## config.mk

```make
export PLATFORM = sky130hd
export DESIGN_NAME = motor_pwm_ramp
export DESIGN_NICKNAME = d
export VERILOG_FILES = /design/src/rtl/motor_pwm_ramp.sv
export SDC_FILE = /design/constraint.sdc
export NUM_CORES = 1
export LEC_CHECK = 0
export ABC_AREA = 1
export BUFFER_PORTS_ARGS = -buffer_cell sky130_fd_sc_hd__buf_2
export CAP_MARGIN = 40
export CORE_MARGIN = 2
export CORE_UTILIZATION = 55
export CTS_BUF_LIST = sky130_fd_sc_hd__clkbuf_8
export DETAILED_ROUTE_END_ITERATION = 7
export HOLD_SLACK_MARGIN = 0.02
export PLACE_DENSITY = 0.68
export SETUP_SLACK_MARGIN = 0.1
export SYNTH_ARGS = -nofsm -noshare
export SYNTH_HDL_FRONTEND = slang
export SYNTH_SLANG_ARGS = --single-unit
```

## constraint.sdc

```tcl
create_clock -name clk -period 19.3 [get_ports clk]
set_clock_uncertainty 0.2 [all_clocks]
set_input_delay 1.93 -clock clk [delete_from_list [all_inputs] [get_ports clk]]
set_output_delay 1.93 -clock clk [all_outputs]
set_load 0.01 [all_outputs]
```

## src/rtl/motor_pwm_ramp.sv

```systemverilog
`default_nettype none
// ============================================================================
// Module      : motor_pwm_ramp
// Description : Multi-channel H-bridge motor driver with a shared PWM period,
//               per-channel speed ramping, reversal dead time and braking.
// Revision    : 1.0 - initial release
// ============================================================================
module motor_pwm_ramp #(
    parameter int NCH     = 2,
    parameter int PERIOD  = 100000,
    parameter int SPD_W   = 4,
    parameter int SPD_MAX = 10,
    parameter int RAMP_P  = 4,
    parameter int DEAD_P  = 2
) (
    input  logic                   clk,
    input  logic                   rst,
    input  logic [NCH-1:0]         en,
    input  logic [NCH-1:0]         forward,
    input  logic [NCH-1:0]         brake,
    input  logic [NCH*SPD_W-1:0]   speed,
    output logic [NCH-1:0]         pwm,
    output logic [NCH-1:0]         in1,
    output logic [NCH-1:0]         in2,
    output logic [NCH-1:0]         status_led,
    output logic [NCH*SPD_W-1:0]   cur_speed,
    output logic                   period_tick
);

    localparam int CNT_W  = $clog2(PERIOD + 1);
    localparam int PROD_W = CNT_W + SPD_W;
    localparam int RDIV_W = (RAMP_P > 1) ? $clog2(RAMP_P) : 1;
    localparam int DEAD_W = (DEAD_P > 1) ? $clog2(DEAD_P) : 1;

    localparam logic [CNT_W-1:0]  C_CNT_LAST  = CNT_W'(PERIOD - 1);
    localparam logic [SPD_W-1:0]  C_SPD_MAX   = SPD_W'(SPD_MAX);
    localparam logic [RDIV_W-1:0] C_RDIV_LAST = RDIV_W'(RAMP_P - 1);
    localparam logic [DEAD_W-1:0] C_DEAD_LAST = DEAD_W'(DEAD_P - 1);

    localparam logic [2:0] ST_OFF   = 3'd0;
    localparam logic [2:0] ST_RUN   = 3'd1;
    localparam logic [2:0] ST_STOP  = 3'd2;
    localparam logic [2:0] ST_DEAD  = 3'd3;
    localparam logic [2:0] ST_BRAKE = 3'd4;

    logic [CNT_W-1:0] cnt_q;
    logic [CNT_W-1:0] cnt_d;
    logic             wrap;

    assign wrap        = (cnt_q == C_CNT_LAST);
    assign period_tick = wrap;

    always_comb begin
        cnt_d = wrap ? '0 : cnt_q + 1'b1;
    end

    always_ff @(posedge clk) begin
        if (rst) begin
            cnt_q <= '0;
        end else begin
            cnt_q <= cnt_d;
        end
    end

    for (genvar i = 0; i < NCH; i++) begin : g_ch
        logic [SPD_W-1:0]  tgt;
        logic [2:0]        state_q, state_d;
        logic              dir_q, dir_d;
        logic [SPD_W-1:0]  spd_q, spd_d;
        logic [RDIV_W-1:0] div_q, div_d;
        logic [DEAD_W-1:0] dead_q, dead_d;
        logic [CNT_W-1:0]  th_q, th_d;
        logic              pwm_q, pwm_d;
        logic              in1_q, in1_d;
        logic              in2_q, in2_d;
        logic              led_q, led_d;
        logic              ramp_hit;
        logic              dead_done;
        logic              drive;

        assign tgt = (speed[i*SPD_W +: SPD_W] > C_SPD_MAX) ? C_SPD_MAX
                                                           : speed[i*SPD_W +: SPD_W];
        assign ramp_hit  = (div_q == C_RDIV_LAST);
        assign dead_done = (DEAD_P <= 1) || (dead_q == C_DEAD_LAST);

        // en and brake override immediately; everything else advances per period
        always_comb begin
            state_d = state_q;
            dir_d   = dir_q;
            spd_d   = spd_q;
            div_d   = div_q;
            dead_d  = dead_q;
            if (!en[i]) begin
                state_d = ST_OFF;
                spd_d   = '0;
                div_d   = '0;
                dead_d  = '0;
            end else if (brake[i]) begin
                state_d = ST_BRAKE;
                spd_d   = '0;
                div_d   = '0;
                dead_d  = '0;
            end else if (wrap) begin
                case (state_q)
                    ST_OFF: begin
                        state_d = ST_RUN;
                        dir_d   = forward[i];
                        spd_d   = '0;
                        div_d   = '0;
                    end
                    ST_RUN: begin
                        if (forward[i] != dir_q) begin
                            state_d = ST_STOP;
                            div_d   = '0;
                        end else if (ramp_hit) begin
                            div_d = '0;
                            if (spd_q < tgt) begin
                                spd_d = spd_q + 1'b1;
                            end else if (spd_q > tgt) begin
                                spd_d = spd_q - 1'b1;
                            end
                        end else begin
                            div_d = div_q + 1'b1;
                        end
                    end
                    ST_STOP: begin
                        if (forward[i] == dir_q) begin
                            state_d = ST_RUN;
                            div_d   = '0;
                        end else if (spd_q == '0) begin
                            state_d = ST_DEAD;
                            dead_d  = '0;
                        end else if (ramp_hit) begin
                            div_d = '0;
                            spd_d = spd_q - 1'b1;
                            if (spd_q == SPD_W'(1)) begin
                                state_d = ST_DEAD;
                                dead_d  = '0;
                            end
                        end else begin
                            div_d = div_q + 1'b1;
                        end
                    end
                    ST_DEAD: begin
                        if (dead_done) begin
                            state_d = ST_RUN;
                            dir_d   = forward[i];
                            spd_d   = '0;
                            div_d   = '0;
                            dead_d  = '0;
                        end else begin
                            dead_d = dead_q + 1'b1;
                        end
                    end
                    ST_BRAKE: begin
                        state_d = ST_DEAD;
                        spd_d   = '0;
                        dead_d  = '0;
                    end
                    default: begin
                        state_d = ST_OFF;
                        spd_d   = '0;
                    end
                endcase
            end
        end

        // Threshold is taken from the speed that will be shown for the new period
        always_comb begin
            th_d = th_q;
            if (wrap) begin
                th_d = CNT_W'((PROD_W'(PERIOD) * PROD_W'(spd_d)) / PROD_W'(SPD_MAX));
            end
        end

        assign drive = (state_d == ST_RUN) || (state_d == ST_STOP);

        always_comb begin
            pwm_d = drive && (cnt_d < th_d);
            led_d = (state_d != ST_OFF);
            in1_d = 1'b0;
            in2_d = 1'b0;
            if (drive) begin
                in1_d = dir_d;
                in2_d = ~dir_d;
            end else if (state_d == ST_BRAKE) begin
                in1_d = 1'b1;
                in2_d = 1'b1;
            end
        end

        always_ff @(posedge clk) begin
            if (rst) begin
                state_q <= ST_OFF;
                dir_q   <= 1'b0;
                spd_q   <= '0;
                div_q   <= '0;
                dead_q  <= '0;
                th_q    <= '0;
                pwm_q   <= 1'b0;
                in1_q   <= 1'b0;
                in2_q   <= 1'b0;
                led_q   <= 1'b0;
            end else begin
                state_q <= state_d;
                dir_q   <= dir_d;
                spd_q   <= spd_d;
                div_q   <= div_d;
                dead_q  <= dead_d;
                th_q    <= th_d;
                pwm_q   <= pwm_d;
                in1_q   <= in1_d;
                in2_q   <= in2_d;
                led_q   <= led_d;
            end
        end

        assign pwm[i]                       = pwm_q;
        assign in1[i]                       = in1_q;
        assign in2[i]                       = in2_q;
        assign status_led[i]                = led_q;
        assign cur_speed[i*SPD_W +: SPD_W]  = spd_q;
    end

endmodule
`default_nettype wire

```

### Yosys cells after proc, flatten, opt, wreduce, memory -nomap -nowiden

Index checks and enable logic that the tools add are counted.

| word-level totals | value |
|---|---|
| input port bits | 16 |
| bits in latches | 0 |
| register bits after elaboration | 81 |
| output and inout port bits | 17 |
| memory bits (read-only) | 0 |
| memories kept | 0 |
| word-level logic and storage cells | 188 |
| memory bits (writable) | 0 |

| cells by class | value |
|---|---|
| $mul | 2 |
| shifts and indexed selects | 0 |
| reduce and logical (&&, ||, !) cells | 20 |
| equal/unequal tests | 33 |
| multiplexer cells | 89 |
| div/mod/pow operators | 2 |
| $add $sub $neg | 9 |
| order comparisons | 8 |
| bitwise operators | 4 |

Operators by type and width:

| kind | number |
|---|---|
| $mux W4 | 24 |
| $mux W3 | 18 |
| $mux W17 | 3 |
| $div A21 B4 Y21 const B | 2 |
| $lt A17 B17 Y1 | 2 |
| $mul A12 B4 Y16 const A | 2 |
| $pmux W3 S5 | 2 |
| $mux W1 | 24 |
| $pmux W4 S3 | 2 |
| $mux W2 | 10 |
| $eq A3 B2 Y1 const B | 6 |
| $ne A3 B3 Y1 const B | 6 |
| $add A17 B1 Y17 const B | 1 |
| $eq A17 B17 Y1 const B | 1 |
| $pmux W2 S4 | 2 |
| $eq A3 B1 Y1 const B | 4 |
| $eq A3 B3 Y1 const B | 4 |
| $reduce_bool A3 Y1 | 4 |
| $reduce_and A5 Y1 | 2 |
| $add A4 B1 Y4 const B | 2 |
| $eq A4 B1 Y1 const B | 2 |
| $gt A4 B4 Y1 | 2 |
| $gt A4 B4 Y1 const B | 2 |
| $logic_not A4 Y1 | 2 |
| 17 further kinds | 38 |

### Longest topological paths before layout

| depth | value |
|---|---|
| word-level depth | 16 |
| depth in mapped cells | 128 |
| depth with buffers taken out | 125 |

### Least setup slack after synthesis

OpenSTA, ideal clock, no wires.

| timing path | value |
|---|---|
| path kind | input port to flip-flop |
| start point | in speed[3] |
| end point | reg g_ch[0].pwm_q |
| slack | 3989 ps |
| arrival time | 14986 ps |
| cell stages on the path | 112 |
| required time | 18975 ps |
| setup time | 125 ps |
| cells stage by stage | inv_1 nor2_1 nor2_1 ha_1 inv_1 nor2_1 o21bai_1 nand2_1 inv_1 nor2_1 inv_1 a21oi_1 o211ai_1 nand2_1 inv_1 ha_1 ha_1 ha_1 [... 76 more ...] inv_2 ha_1 nand3_2 ha_1 nand3_2 nor2_2 nand3_1 o21ai_0 ha_1 inv_1 o21ai_0 a31oi_1 o21ai_0 a221oi_1 o211ai_1 nand3_1 nand4_1 a21oi_2 |

| between the ends | value |
|---|---|
| cells in the longest elaborated chain, start to end | 16 |

RTL lines:

| item | RTL line | RTL |
|---|---|---|
| start, declared | 21 | `input logic [NCH*SPD_W-1:0] speed,` |
| $gt A4 B4 Y1 | 81 | `assign tgt = (speed[i*SPD_W +: SPD_W] > C_SPD_MAX) ? C_SPD_MAX` |
| $mux W4 (*) | 81 |  |
| $gt A4 B4 Y1 | 119 | `end else if (spd_q > tgt) begin` |
| $mux W4 | 119 |  |
| $mux W4 (*) | 117 | `if (spd_q < tgt) begin` |
| $mux W4 (*) | 115 | `end else if (ramp_hit) begin` |
| $mux W4 (*) | 112 | `if (forward[i] != dir_q) begin` |
| $pmux W4 S3 (*) | 104 | `case (state_q)` |
| $mux W4 (*) | 103 | `end else if (wrap) begin` |
| $mux W4 (*) | 98 | `end else if (brake[i]) begin` |
| $mux W4 (*) | 93 | `if (!en[i]) begin` |
| net g_ch[0].spd_d[1] | 69 | `logic [SPD_W-1:0] spd_q, spd_d;` |
| $mul A12 B4 Y16 (*) | 172 | `th_d = CNT_W'((PROD_W'(PERIOD) * PROD_W'(spd_d)) / PROD_W'(SPD_MAX));` |
| $div A21 B4 Y21 (*) | 172 |  |
| $mux W17 (*) | 171 | `if (wrap) begin` |
| $lt A17 B17 Y1 (*) | 179 | `pwm_d = drive && (cnt_d < th_d);` |
| $logic_and A1 B1 Y1 (*) | 179 |  |
| end signal, assigned | 211 | `pwm_q <= pwm_d;` |
| end, declared | 73 | `logic pwm_q, pwm_d;` |

The timed path passes the listed nets; every way through them passes the cells marked *.
A chain may end at the register's enable or synchronous reset.

### Worst setup path in the final report

Ends and elaborated chain as after synthesis.

==> summary.md <==
| Metric | Value |
|---|---|
| Clock transition at path regs | `0.09 ns` |
| Via Count | `16831` |
| Final GP Congestion | `0.9199` |
| Die ar. | `30580 um2` |
| Setup TNS | `0 ns` |
| Data required, critical path | `19.41 ns` |
| Syn avg cell area | `5.964 um2` |
| Initial antenna violation count | `0` |
| Placed instance count | `3068` |
| Largest fanout on the critical path | `14` |
| Height of the die | `174.9 um` |
| Reg2Reg Setup Slack | `2.77 ns` |
| Max-slew headroom | `37.40%` |
| Clock Sinks | `81` |
| CTS Buf Count | `9` |
| Synth top area cells | `nand2_1, dfxtp_1, inv_1` |
| Wire length per cell | `13.76 um` |
| Ys async rst share | `0%` |
| CP endpoint | `g_ch[0].pwm_q$_SDFF_PP0_` |
| Filler cell count | `2960` |
| Sequential share of the synthesized area | `10.10%` |
| Total nets after synthesis | `2814` |
| Initial core utilization | `55.95%` |
| Vias in the first global route | `15831` |
| Horiz. Die Dim | `174.9 um` |
| Slew Viols, Final | `0` |
| Storage cell area | `1622 um2` |
| Max incr delay on CP | `0.36 ns` |
| Overall routed net length | `42.55 mm` |
| Worst setup path class | `in2reg` |
| #FFs+latches synth | `81` |
| Worst path slowest cell | `ha_1` |
| Drt initial violations | `1144` |
| Worst R2R End | `g_ch[0].pwm_q$_SDFF_PP0_` |
| Count leader, synth | `nand2_1` |
| Worst path buffer plus inverter count | `14` |
| Largest net degree at the start of global routing | `70` |
| Max cap viols | `0` |
| Synth area leader | `nand2_1` |
| Root Driver | `clkbuf_8` |
| # rows | `62` |
| Peak VDD IR | `22.53 uV` |
| Clock buffer depth | `2` |
| Leakage | `9.360 nW` |
| Worst r2r src | `cnt_q[1]$_SDFF_PP0_` |
| Worst EP arrival | `17.56 ns` |
| Fin util | `57.85%` |
| Clock latency on the worst-skew pair | `0.38 ns` |
| Reg2Reg Depth | `102` |
| Tmin final | `17.45 ns` |
| Worst setup path start | `speed[3]` |
| Core area | `28700 um2` |
| Global-route wire length before repair | `73.00 mm` |
| CTS HTree Levels | `3` |
| Count of different cell masters after synthesis | `76` |
| Top FF cell, synth | `dfxtp_1` |
| Nets | `2825` |
| Hold buffers post-CTS | `0` |
| Grt ovf | `0` |
| Synth top area share | `16.45%` |
| First-pass iteration count of the detailed router | `5` |
| Final Setup Violations | `0` |
| Pwr dens | `18.80 nW/um2` |
| Via/cell ratio | `5.442` |
| Final Hold Viols | `0` |
| I/O pin count | `33` |
| Detail Route Antenna Nets | `0` |
| Worst Hold Class | `reg2reg` |
| Most used cell, CP | `nand2_1` |
| CTS tree | `yes` |
| Mapped cell area | `16060 um2` |
| Syn Inst Count | `2693` |
| Area Overhead vs Synth | `3.389%` |
| Finished Layout Cells | `3093` |
| I/O Buffers | `32` |
| Multi-input gate area | `12540 um2` |
| Most frequent cells after synthesis | `nand2_1, inv_1, nor2_1, nand3_1, nand2_2` |
| YS warnings | `0` |
| Worst-Margin Slew | `0.9154 ns` |
| Share of layout cells above drive strength 1 | `17.64%` |
| Placed instance area | `16290 um2` |
| Outcome | `completed` |
| Detail Placement HPWL | `34.76 mm` |
| DRC | `0` |
| Critical path startpoint category | `input port` |
| Finished layout cell area | `16600 um2` |
| CP delay by family, top | `simple AND/OR/NAND/NOR gates` |
| Highest clock rate | `57.31 MHz` |
| GRT Total Usage | `27.87%` |
| RSZ-0062 raised after global routing | `false` |
| Inserted Diodes | `0` |
| Post-synth EDFFs | `0` |
| CP Capture Type | `flip-flop` |
| Critical path depth | `109` |
| Tcrit/Tclk final | `90.41%` |
-- cell families after synthesis --
logic type	Yosys count	share of synthesized area, %
adders and majority gates	105	8.274
xor gates and xnor gates	84	4.628
buffers and inverters	436	12.25
DFF	81	10.10
and+or+nand+nor	1728	54.82
AOI/OAI and AO/OA	258	9.871
muxes	1	0.06233
-- worst register-to-register path, delay by kind of cell, from the launching register on --
family | cells | cell delay, ns
DFF | 1 | 0.35
and+or+nand+nor | 66 | 9.17
adders and majority gates | 9 | 2.33
AOI/OAI and AO/OA | 15 | 2.31
xor gates and xnor gates | 2 | 0.44
buffers and inverters | 10 | 1.67
-- final cells by class --
cell class | count | share of cell area [%]
clock buffers | 9 | 0.7460
well taps | 384 | 2.894
clock inverters | 7 | 0.3617
multi-input cells | 2176 | 75.50
flip-flops and latches | 81 | 9.766
repair buffers | 51 | 1.944
inverters | 385 | 8.794
-- where the power goes --
part / internal (mW) / switching [mW] / total (mW)
combinational: 0.00817 / 0.0140 / 0.0222
clock: 0.0490 / 0.0719 / 0.121
sequential: 0.168 / 0.000863 / 0.169
-- cell usage in the layout (no fill, tap or decap), types with 32 or more instances in the layout --
cell and n:
nand3_2 57, nand3_1 255, nand2_2 152, o21ai_0 88, buf_2 32, dfxtp_1 81
nor2_1 279, xor2_1 62, ha_1 103, inv_1 349, nand2_4 42, nand2_1 703
nor2_2 40, nand4_1 75, nor3_1 33, a21oi_1 80
-- through the flow --
stage	hold slack, ns	total power, mW	setup slack (ns)
after CTS	0.2654	0.3154	0.4842
after floorplan	0.2339	0.1897	3.989
after global routing	0.3128	0.3262	0.1339
after detailed placement	0.2483	0.1951	0.1416
after global placement	0.2462	0.1947	0.2535
final	0.2643	0.3122	1.850
-- flip-flops by register name (all words and copies together), names as in the netlist --
| signal | cells |
|---|---|
| g_ch.dir_q | 2 |
| g_ch.th_q | 34 |
| g_ch.in1_q | 2 |
| g_ch.spd_q | 8 |
| cnt_q | 17 |
| g_ch.pwm_q | 2 |
| g_ch.div_q | 4 |
| g_ch.in2_q | 2 |
| g_ch.led_q | 2 |
| g_ch.dead_done | 2 |
| g_ch.state_q | 6 |
-- worst min-delay path by stage --
stage | slack, ns | depth (start not counted) | to | start
after floorplan | 0.23 | 2 | g_ch[0].div_q[1]$_SDFFE_PP0P_ | g_ch[0].div_q[1]$_SDFFE_PP0P_
after global placement | 0.25 | 2 | g_ch[0].div_q[1]$_SDFFE_PP0P_ | g_ch[0].div_q[1]$_SDFFE_PP0P_
after detailed placement | 0.25 | 2 | g_ch[0].div_q[1]$_SDFFE_PP0P_ | g_ch[0].div_q[1]$_SDFFE_PP0P_
after CTS | 0.27 | 2 | g_ch[0].div_q[1]$_SDFFE_PP0P_ | g_ch[0].div_q[1]$_SDFFE_PP0P_
after global routing | 0.31 | 2 | g_ch[0].div_q[1]$_SDFFE_PP0P_ | g_ch[0].div_q[1]$_SDFFE_PP0P_
final | 0.26 | 2 | g_ch[0].div_q[1]$_SDFFE_PP0P_ | g_ch[0].div_q[1]$_SDFFE_PP0P_
-- metal layers --
layer  routed length [um]  share of wire (%)  track usage [%]
met1                19970                 47            35.65
met2                20410                 48            50.21
met3                 1344                3.2            2.372
met4                  821                1.9            7.187
met5                    0                  0                0
-- timing repair --
item / 4_1_cts / 5_1_grt
buffers inserted: 0 / 9
setup endpoints to repair: 0 / 3
gates resized for setup: 0 / 13
Note: power is estimated with default switching activity, not from simulation.
